## src/rtl/lsb_addr_sched.sv

```systemverilog
// lsb_addr_sched
//   Shares the single load/store address ALU between the load buffer and the
//   store buffer. Each source owns a DEPTH-entry FIFO of {vi, imm, rob}
//   requests; at most one head entry is granted per unstalled cycle using a
//   one-bit round-robin priority, and the granted request is registered onto
//   the alu_* outputs together with a one-cycle alu_new strobe.
//
// Ports
//   clk_in, rst_in      clock; synchronous active-low reset
//   rdy_in              global ready; low freezes every register
//   flush_in            discards queued and in-flight requests (when rdy_in)
//   ld_valid/ld_ready   load request handshake, payload ld_vi/ld_imm/ld_rob
//   st_valid/st_ready   store/jalr request handshake, payload st_vi/st_imm/st_rob
//   alu_new             issue strobe to the address ALU
//   alu_vi/alu_imm      issued base value and offset
//   alu_op              issued source id (0 = load, 1 = store/jalr)
//   alu_rob_entry       issued ROB tag
//   ld_count/st_count   current FIFO occupancy
module lsb_addr_sched #(
  parameter int ROB_SIZE_BIT = 4,
  parameter int DEPTH        = 4,
  parameter int PTR_W        = 2
) (
  input  logic                    clk_in,
  input  logic                    rst_in,
  input  logic                    rdy_in,
  input  logic                    flush_in,
  input  logic                    ld_valid,
  output logic                    ld_ready,
  input  logic [31:0]             ld_vi,
  input  logic [11:0]             ld_imm,
  input  logic [ROB_SIZE_BIT-1:0] ld_rob,
  input  logic                    st_valid,
  output logic                    st_ready,
  input  logic [31:0]             st_vi,
  input  logic [11:0]             st_imm,
  input  logic [ROB_SIZE_BIT-1:0] st_rob,
  output logic                    alu_new,
  output logic [31:0]             alu_vi,
  output logic [11:0]             alu_imm,
  output logic                    alu_op,
  output logic [ROB_SIZE_BIT-1:0] alu_rob_entry,
  output logic [PTR_W:0]          ld_count,
  output logic [PTR_W:0]          st_count
);

  localparam int CNT_W = PTR_W + 1;
  localparam logic [CNT_W-1:0] DEPTH_C = CNT_W'(DEPTH);

  typedef enum logic {
    SRC_LD = 1'b0,
    SRC_ST = 1'b1
  } src_e;

  typedef struct packed {
    logic [31:0]             vi;
    logic [11:0]             imm;
    logic [ROB_SIZE_BIT-1:0] rob;
  } entry_t;

  // Request storage; contents are qualified by the counts, so never reset.
  entry_t ld_mem_q [DEPTH];
  entry_t st_mem_q [DEPTH];

  logic [PTR_W-1:0]        ld_rd_ptr_q, ld_rd_ptr_d, ld_wr_ptr_q, ld_wr_ptr_d;
  logic [PTR_W-1:0]        st_rd_ptr_q, st_rd_ptr_d, st_wr_ptr_q, st_wr_ptr_d;
  logic [CNT_W-1:0]        ld_count_q, ld_count_d, st_count_q, st_count_d;
  src_e                    prio_q, prio_d;
  logic                    alu_new_q, alu_new_d;
  logic [31:0]             alu_vi_q, alu_vi_d;
  logic [11:0]             alu_imm_q, alu_imm_d;
  src_e                    alu_op_q, alu_op_d;
  logic [ROB_SIZE_BIT-1:0] alu_rob_q, alu_rob_d;

  logic   ld_push_s, st_push_s;
  logic   ld_pop_s, st_pop_s;
  logic   ld_elig_s, st_elig_s;
  logic   active_s;
  entry_t ld_head_s, st_head_s;
  entry_t ld_in_s, st_in_s;

  // Ready depends on the registered count only, never on a same-cycle pop.
  assign ld_ready  = (ld_count_q < DEPTH_C);
  assign st_ready  = (st_count_q < DEPTH_C);
  assign ld_elig_s = (ld_count_q != {CNT_W{1'b0}});
  assign st_elig_s = (st_count_q != {CNT_W{1'b0}});
  assign active_s  = rdy_in && rst_in && !flush_in;
  assign ld_push_s = ld_valid && ld_ready && active_s;
  assign st_push_s = st_valid && st_ready && active_s;
  assign ld_head_s = ld_mem_q[ld_rd_ptr_q];
  assign st_head_s = st_mem_q[st_rd_ptr_q];
  assign ld_in_s   = '{vi: ld_vi, imm: ld_imm, rob: ld_rob};
  assign st_in_s   = '{vi: st_vi, imm: st_imm, rob: st_rob};

  // Round-robin arbitration between the two eligible FIFO heads.
  always_comb begin
    ld_pop_s = 1'b0;
    st_pop_s = 1'b0;
    if (active_s) begin
      if (ld_elig_s && (!st_elig_s || (prio_q == SRC_LD))) begin
        ld_pop_s = 1'b1;
      end else if (st_elig_s) begin
        st_pop_s = 1'b1;
      end else begin
        ld_pop_s = 1'b0;
        st_pop_s = 1'b0;
      end
    end else begin
      ld_pop_s = 1'b0;
      st_pop_s = 1'b0;
    end
  end

  // Next-state for pointers, counts, priority and the registered ALU issue.
  always_comb begin
    ld_rd_ptr_d = ld_rd_ptr_q;
    ld_wr_ptr_d = ld_wr_ptr_q;
    st_rd_ptr_d = st_rd_ptr_q;
    st_wr_ptr_d = st_wr_ptr_q;
    ld_count_d  = ld_count_q;
    st_count_d  = st_count_q;
    prio_d      = prio_q;
    alu_new_d   = alu_new_q;
    alu_vi_d    = alu_vi_q;
    alu_imm_d   = alu_imm_q;
    alu_op_d    = alu_op_q;
    alu_rob_d   = alu_rob_q;

    if (rdy_in && flush_in) begin
      ld_rd_ptr_d = {PTR_W{1'b0}};
      ld_wr_ptr_d = {PTR_W{1'b0}};
      st_rd_ptr_d = {PTR_W{1'b0}};
      st_wr_ptr_d = {PTR_W{1'b0}};
      ld_count_d  = {CNT_W{1'b0}};
      st_count_d  = {CNT_W{1'b0}};
      prio_d      = SRC_LD;
      alu_new_d   = 1'b0;
    end else if (rdy_in) begin
      // Pointers wrap naturally because DEPTH is a power of two.
      ld_wr_ptr_d = ld_push_s ? (ld_wr_ptr_q + PTR_W'(1)) : ld_wr_ptr_q;
      st_wr_ptr_d = st_push_s ? (st_wr_ptr_q + PTR_W'(1)) : st_wr_ptr_q;
      ld_rd_ptr_d = ld_pop_s  ? (ld_rd_ptr_q + PTR_W'(1)) : ld_rd_ptr_q;
      st_rd_ptr_d = st_pop_s  ? (st_rd_ptr_q + PTR_W'(1)) : st_rd_ptr_q;
      // Simultaneous push and pop leaves the count unchanged.
      ld_count_d  = ld_count_q + CNT_W'(ld_push_s) - CNT_W'(ld_pop_s);
      st_count_d  = st_count_q + CNT_W'(st_push_s) - CNT_W'(st_pop_s);

      if (ld_pop_s) begin
        alu_new_d = 1'b1;
        alu_vi_d  = ld_head_s.vi;
        alu_imm_d = ld_head_s.imm;
        alu_rob_d = ld_head_s.rob;
        alu_op_d  = SRC_LD;
        prio_d    = SRC_ST;
      end else if (st_pop_s) begin
        alu_new_d = 1'b1;
        alu_vi_d  = st_head_s.vi;
        alu_imm_d = st_head_s.imm;
        alu_rob_d = st_head_s.rob;
        alu_op_d  = SRC_ST;
        prio_d    = SRC_LD;
      end else begin
        // No grant: drop the strobe, keep the last issued operands.
        alu_new_d = 1'b0;
      end
    end else begin
      // Stalled: every register holds, including alu_new.
      alu_new_d = alu_new_q;
    end
  end

  // Control and issue registers with synchronous active-low reset.
  always_ff @(posedge clk_in) begin
    if (!rst_in) begin
      ld_rd_ptr_q <= {PTR_W{1'b0}};
      ld_wr_ptr_q <= {PTR_W{1'b0}};
      st_rd_ptr_q <= {PTR_W{1'b0}};
      st_wr_ptr_q <= {PTR_W{1'b0}};
      ld_count_q  <= {CNT_W{1'b0}};
      st_count_q  <= {CNT_W{1'b0}};
      prio_q      <= SRC_LD;
      alu_new_q   <= 1'b0;
      alu_vi_q    <= 32'd0;
      alu_imm_q   <= 12'd0;
      alu_op_q    <= SRC_LD;
      alu_rob_q   <= {ROB_SIZE_BIT{1'b0}};
    end else begin
      ld_rd_ptr_q <= ld_rd_ptr_d;
      ld_wr_ptr_q <= ld_wr_ptr_d;
      st_rd_ptr_q <= st_rd_ptr_d;
      st_wr_ptr_q <= st_wr_ptr_d;
      ld_count_q  <= ld_count_d;
      st_count_q  <= st_count_d;
      prio_q      <= prio_d;
      alu_new_q   <= alu_new_d;
      alu_vi_q    <= alu_vi_d;
      alu_imm_q   <= alu_imm_d;
      alu_op_q    <= alu_op_d;
      alu_rob_q   <= alu_rob_d;
    end
  end

  // FIFO storage writes; the push qualifiers already include reset and flush.
  always_ff @(posedge clk_in) begin
    if (ld_push_s) begin
      ld_mem_q[ld_wr_ptr_q] <= ld_in_s;
    end
    if (st_push_s) begin
      st_mem_q[st_wr_ptr_q] <= st_in_s;
    end
  end

  assign alu_new       = alu_new_q;
  assign alu_vi        = alu_vi_q;
  assign alu_imm       = alu_imm_q;
  assign alu_op        = alu_op_q;
  assign alu_rob_entry = alu_rob_q;
  assign ld_count      = ld_count_q;
  assign st_count      = st_count_q;

endmodule
```

## config.mk

```make
export PLATFORM = sky130hd
export DESIGN_NAME = lsb_addr_sched
export DESIGN_NICKNAME = d
export VERILOG_FILES = /design/src/rtl/lsb_addr_sched.sv
export SDC_FILE = /design/constraint.sdc
export NUM_CORES = 1
export LEC_CHECK = 0
export ABC_AREA = 1
export ABC_CLOCK_PERIOD_IN_PS = 7810
export CAP_MARGIN = 30
export CORE_UTILIZATION = 45
export DETAILED_ROUTE_END_ITERATION = 10
export DONT_BUFFER_PORTS = 1
export PLACE_DENSITY = 0.69
export REMOVE_ABC_BUFFERS = 1
export SLEW_MARGIN = 20
export SYNTH_ARGS = -nofsm -noshare
export SYNTH_HDL_FRONTEND = slang
export SYNTH_SLANG_ARGS = --single-unit
export TNS_END_PERCENT = 100
```

## constraint.sdc

```tcl
create_clock -name clk_in -period 7.81 [get_ports clk_in]
set_clock_uncertainty 0.05 [all_clocks]
set_input_delay 0.781 -clock clk_in [delete_from_list [all_inputs] [get_ports clk_in]]
set_output_delay 0.781 -clock clk_in [all_outputs]
set_load 0.005 [all_outputs]
```

---- After elaboration in Yosys (flattened, before gate mapping) ----
Memories as Yosys holds them, arrays and structs flattened. A register that Yosys moved wholly into a read port is not among the register bits.
Index checks and enable logic that the tools add are counted.
word-level totals
  bits in registers ....................... 65
  bits in writable memories ............... 384
  output and inout port bits .............. 58
  word-level logic and storage cells ...... 73
  memories ................................ 2
memories
  name      words  bits a word  rd ports  clocked after Yosys merged registers in  wr ports  line  source
  ld_mem_q  4      48           1         1                                        1         62    entry_t ld_mem_q [DEPTH];
  st_mem_q  4      48           1         1                                        1         63    entry_t st_mem_q [DEPTH];
operators by class
  add/sub/neg operators ................... 8
  $lt $le $gt $ge ......................... 2
  multiplexer cells ....................... 25
  bitwise gates (word level) .............. 3
  reductions and logical operators ........ 21
operators by type and width
  operator                                                       count
  32-bit two-way mux                                             2
  12-bit two-way mux                                             2
  1-bit two-way mux                                              15
  2-bit AND reduction                                            5
  2-bit by 1-bit adder with 2-bit output, second input constant  4
  1-bit logical AND                                              8
  2-bit two-way mux                                              4
  4-bit two-way mux                                              2
  3-bit by 1-bit adder with 3-bit output                         2
  3-bit < comparator, second input constant                      2
  3-bit nonzero test                                             2
  3-bit by 1-bit subtractor with 3-bit output                    2
  1-bit inverter                                                 3
  3-bit AND reduction                                            1
  1-bit zero test                                                2
  2-bit nonzero test                                             1
  2-bit OR reduction                                             1
  1-bit logical OR                                               1

---- Logic depth before layout (Yosys ltp) ----
  depth in word-level cells ............... 9
  mapped depth ............................ 16
  gate-level depth less buffers ........... 14

---- Least setup slack after synthesis ----
Ideal clock, no wire load.
  path kind ............................... input port to flip-flop
  start point ............................. in rst_in
  end point ............................... mem st_mem_q[0][0] (netlist name), enable pin
  data arrival time ....................... 3.442 ns
  required time ........................... 7.306 ns
  slack ................................... 3.864 ns
  stages .................................. 5
  buffers on the path ..................... 1
  cells stage by stage .................... nand2_1 nor2_4 buf_2 nand3_2 nor2_1
between the ends
  cells in the longest elaborated chain, start to end .. 5
RTL lines
  element                                  line  source
  start, declared                          25    input logic rst_in,
  1-bit logical AND (2 in series)          87    assign active_s = rdy_in && rst_in && !flush_in;
  1-bit logical AND                        89    assign st_push_s = st_valid && st_ready && active_s;
  1-bit two-way mux                        208   if (st_push_s) begin
  1-bit two-way mux (implied by the code)  209   st_mem_q[st_wr_ptr_q] <= st_in_s;
  end, declared                            63
Every way passes these cells.

---- Worst setup path in the final report ----
  start point ............................. in rst_in
  end point ............................... reg ld_count_q[2] (netlist: ld_count[2])
between the ends
  elaborated cells between the ends (all ways) .. 8
  classes of those cells .................. add/sub: 2; mux: 1; bitwise: 1; reduce/logical: 4
RTL lines
  element                                      line  source
  1-bit logical AND (2 in series)              87
  1-bit two-way mux                            99    if (active_s) begin
  named net ld_pop_s                           76    logic ld_pop_s, st_pop_s;
  3-bit by 1-bit subtractor with 3-bit output  145   ld_count_d = ld_count_q + CNT_W'(ld_push_s) - CNT_W'(ld_pop_s);
  end signal, assigned                         179   ld_count_q <= {CNT_W{1'b0}};
  end signal, assigned                         192   ld_count_q <= ld_count_d;
  end, declared                                67    logic [CNT_W-1:0] ld_count_q, ld_count_d, st_count_q, st_count_d;
The timed path passes the listed nets, and every way through them passes these cells.
A chain may end at the register's enable or synchronous reset.

==> flow_summary.ini <==
[yosys]
synth_top_area_share = 0.580
synth_top_cells_by_area = edfxtp_1 (58%), nand2_1 (12%), inv_1 (8.5%), dfxtp_1 (6.9%), nand3_1 (6.1%)
ys.warnings.count = 0
ys_top_cells_by_count = nand2_1 (646), inv_1 (451), edfxtp_1 (384)
ys_types = 22
synth_area_per_cell_um2 = 9.20
synth_flop_cell = edfxtp_1
yosys.area.top_type = edfxtp_1
synth_edf_count = 384
synth_most_common_cell = nand2_1
syn_area_um2 = 19900
synthCells = 2162
async_reset_ff_frac = 0
yosysSeqAreaShare = 0.649
synth_seq_cells = 453

[final_layout]
finish.utilization = 0.509
layout-drive-gt1-share = 0.0526
nets = 2246
syn2layout_area_growth_pct = 10.8
post-route-cell-area_um2 = 22100
fillers = 3796
n_antenna_cell = 0

[hold_path]
hp-class = input pin to register
hp-start = st_vi[9]
whs_endpoint = st_mem_q[1][25]
min_path_cells = 0

[routing]
ant_nets = 0
via_per_inst = 4.74
wl_per_cell_um = 16.2
drt-total-wl_um = 44500
dr.first_iter.drc_count = 890
vias = 13000
first_pass_iters = 4
drc = 0

[global_routing]
grt_pass1_wl_um = 70500
grt_usage = 0.207
overflow = 0
grt_max_degree = 97
grt_pass1_vias = 12700
antenna_found_initial = 0

[power_and_ir_drop]
power.density_nw_per_um2 = 224
sw_frac_of_total = 0.193
power_frac_comb = 0.011
p_int_mw = 3.99
clkPwrFrac = 0.455
peakVddDrop_mv = 0.149
power.switching_mw = 0.955
seq_power_share = 0.534
p_leak_nw = 9.90

[timing]
worst_slew_pin_slew_ns = 0.897
slew_violations = 0
hold_ws_ns = 0.246
setup_viol_count_final = 0
max_freq_mhz = 307
hold_violations = 0
finalSetupTns_ns = 0
post-route-min-period_ns = 3.26
rsz0062_at_grt = no
fin_ws_ns = 4.55
finalCritPeriodShare = 0.417
max-slew-margin-rel = 0.402

[clock_network]
clkSinkCount = 453
clkSlewWorstSetupHoldPaths_ns = 0.06
root_buffer = clkbuf_16
hold_buffers = 0
cts_buffers = 47
post_cts_buffers = 0
cts_resized = 0
clockBufferDepth = 3
cts_max_level = 2
insertion_delay_ns = 0.57
cts_tree = done

[placed_design]
dp_slack_ns = 4.00
port_buffers = 0
placed_cell_area_um2 = 20500
dp_hpwl_um = 26500
gp_congestion = 0.753

[worst_setup_path]
arrival_ns = 3.66
worstSetupPathType = input pin to register
crit_required_ns = 8.22
crit_fanout = 52
r2r_slack_ns = 4.84
r2r-start = st_count[1]
worst_r2r_endpoint = ld_count[2]
critPathLaunchType = input pin
endpoint_kind = register
ff2ff_path_depth = 14

[run_status]
status = complete, no violations

[die]
die_h_um = 212
initial_core_util = 0.459
fp.coreArea_um2 = 43400
die-area_um2 = 45100
io_pins = 160
rows = 76
dieWidth_um = 212

[job]
maxCapViolations = 0
==> sequential cells by signal, summed over array words and instances (netlist names), 2 cells and up, named ones only <==
name,cells
ld_rd_ptr_q,2
st_mem_q,192
ld_count,3
ld_wr_ptr_q,2
alu_imm,12
st_count,3
st_rd_ptr_q,2
ld_mem_q,192
alu_rob_entry,4
alu_vi,32
st_wr_ptr_q,2
==> area by class of cell <==
cell class	instances	area (um^2)	area share
Clock buffer	63	1310	0.0594
Clock inverter	24	258	0.0117
Inverter	464	1740	0.0791
Multi-Input combinational cell	1146	4910	0.222
Sequential cell	453	12900	0.586
Tap cell	585	732	0.0332
Timing Repair Buffer	19	180	0.00817
==> kinds of logic after synthesis <==
family / Yosys count / synth area share
AOI/OAI and AO/OA: 31 / 0.00780
xor gates and xnor gates: 2 / 0.000881
adders and majority gates: 13 / 0.00893
buffers and inverters: 563 / 0.109
DFF: 453 / 0.649
and+or+nand+nor: 1100 / 0.224
==> critical path, cell delays in order <==
cell,delay [ns]
nand2_1,0.09
nor2_4,0.07
buf_4,0.57
nand3_4,0.60
inv_2,0.19
ha_1,0.24
inv_1,0.05
ha_1,0.13
inv_1,0.05
fa_1,0.37
o21ai_0,0.15
a21oi_1,0.07
o21ai_0,0.18
a21oi_1,0.06
==> metal layers <==
layer,GRT usage,share of wire,vias up
met4,0.0588,0.020,0
li1,-,-,6592
met3,0.0802,0.10,71
met5,0,0,-
met2,0.346,0.48,292
met1,0.246,0.40,6094
==> layout by cell type, fill, tap and decap left out, drive strengths merged <==
cell / count
o21ai: 13
nand3: 246
dfxtp: 69
bufinv: 5
a21oi: 18
or2: 1
inv: 455
clkbuf: 63
clkinv: 22
xor2: 2
edfxtp: 384
buf: 19
clkinvlp: 6
nor2: 206
nand2: 647
fa: 2
ha: 11
==> worst max path at each step <==
stage	end	slack, ns	start	cells after the start
finish	ld_count[2]	4.55	rst_in	14
global route	ld_count[2]	4.32	rst_in	14
CTS	ld_count[2]	4.61	rst_in	14
detailed placement	ld_count[2]	4.00	rst_in	14
global placement	ld_count[2]	4.09	rst_in	14
floorplan	alu_vi[30]	2.92	register	8
==> power by group through the flow <==
| stage | combinational, mW | clock, mW | sequential (mW) |
|---|---|---|---|
| after floorplan | 0.0381 | 0 | 2.69 |
| after detailed placement | 0.0547 | 0 | 2.69 |
| after global routing | 0.0635 | 2.40 | 2.64 |
| after CTS | 0.0552 | 2.29 | 2.64 |
| after global placement | 0.0534 | 0 | 2.69 |
| final | 0.0545 | 2.25 | 2.64 |
==> through the flow <==
stage	std cells	power (mW)
4_1_cts	2753	4.98
5_1_grt	2754	5.10
3_3_place_gp	2664	2.75
6_report	2754	4.95
3_5_place_dp	2666	2.75
2_1_floorplan	2063	2.73
No activity file was read; power rests on OpenSTA's default activity.
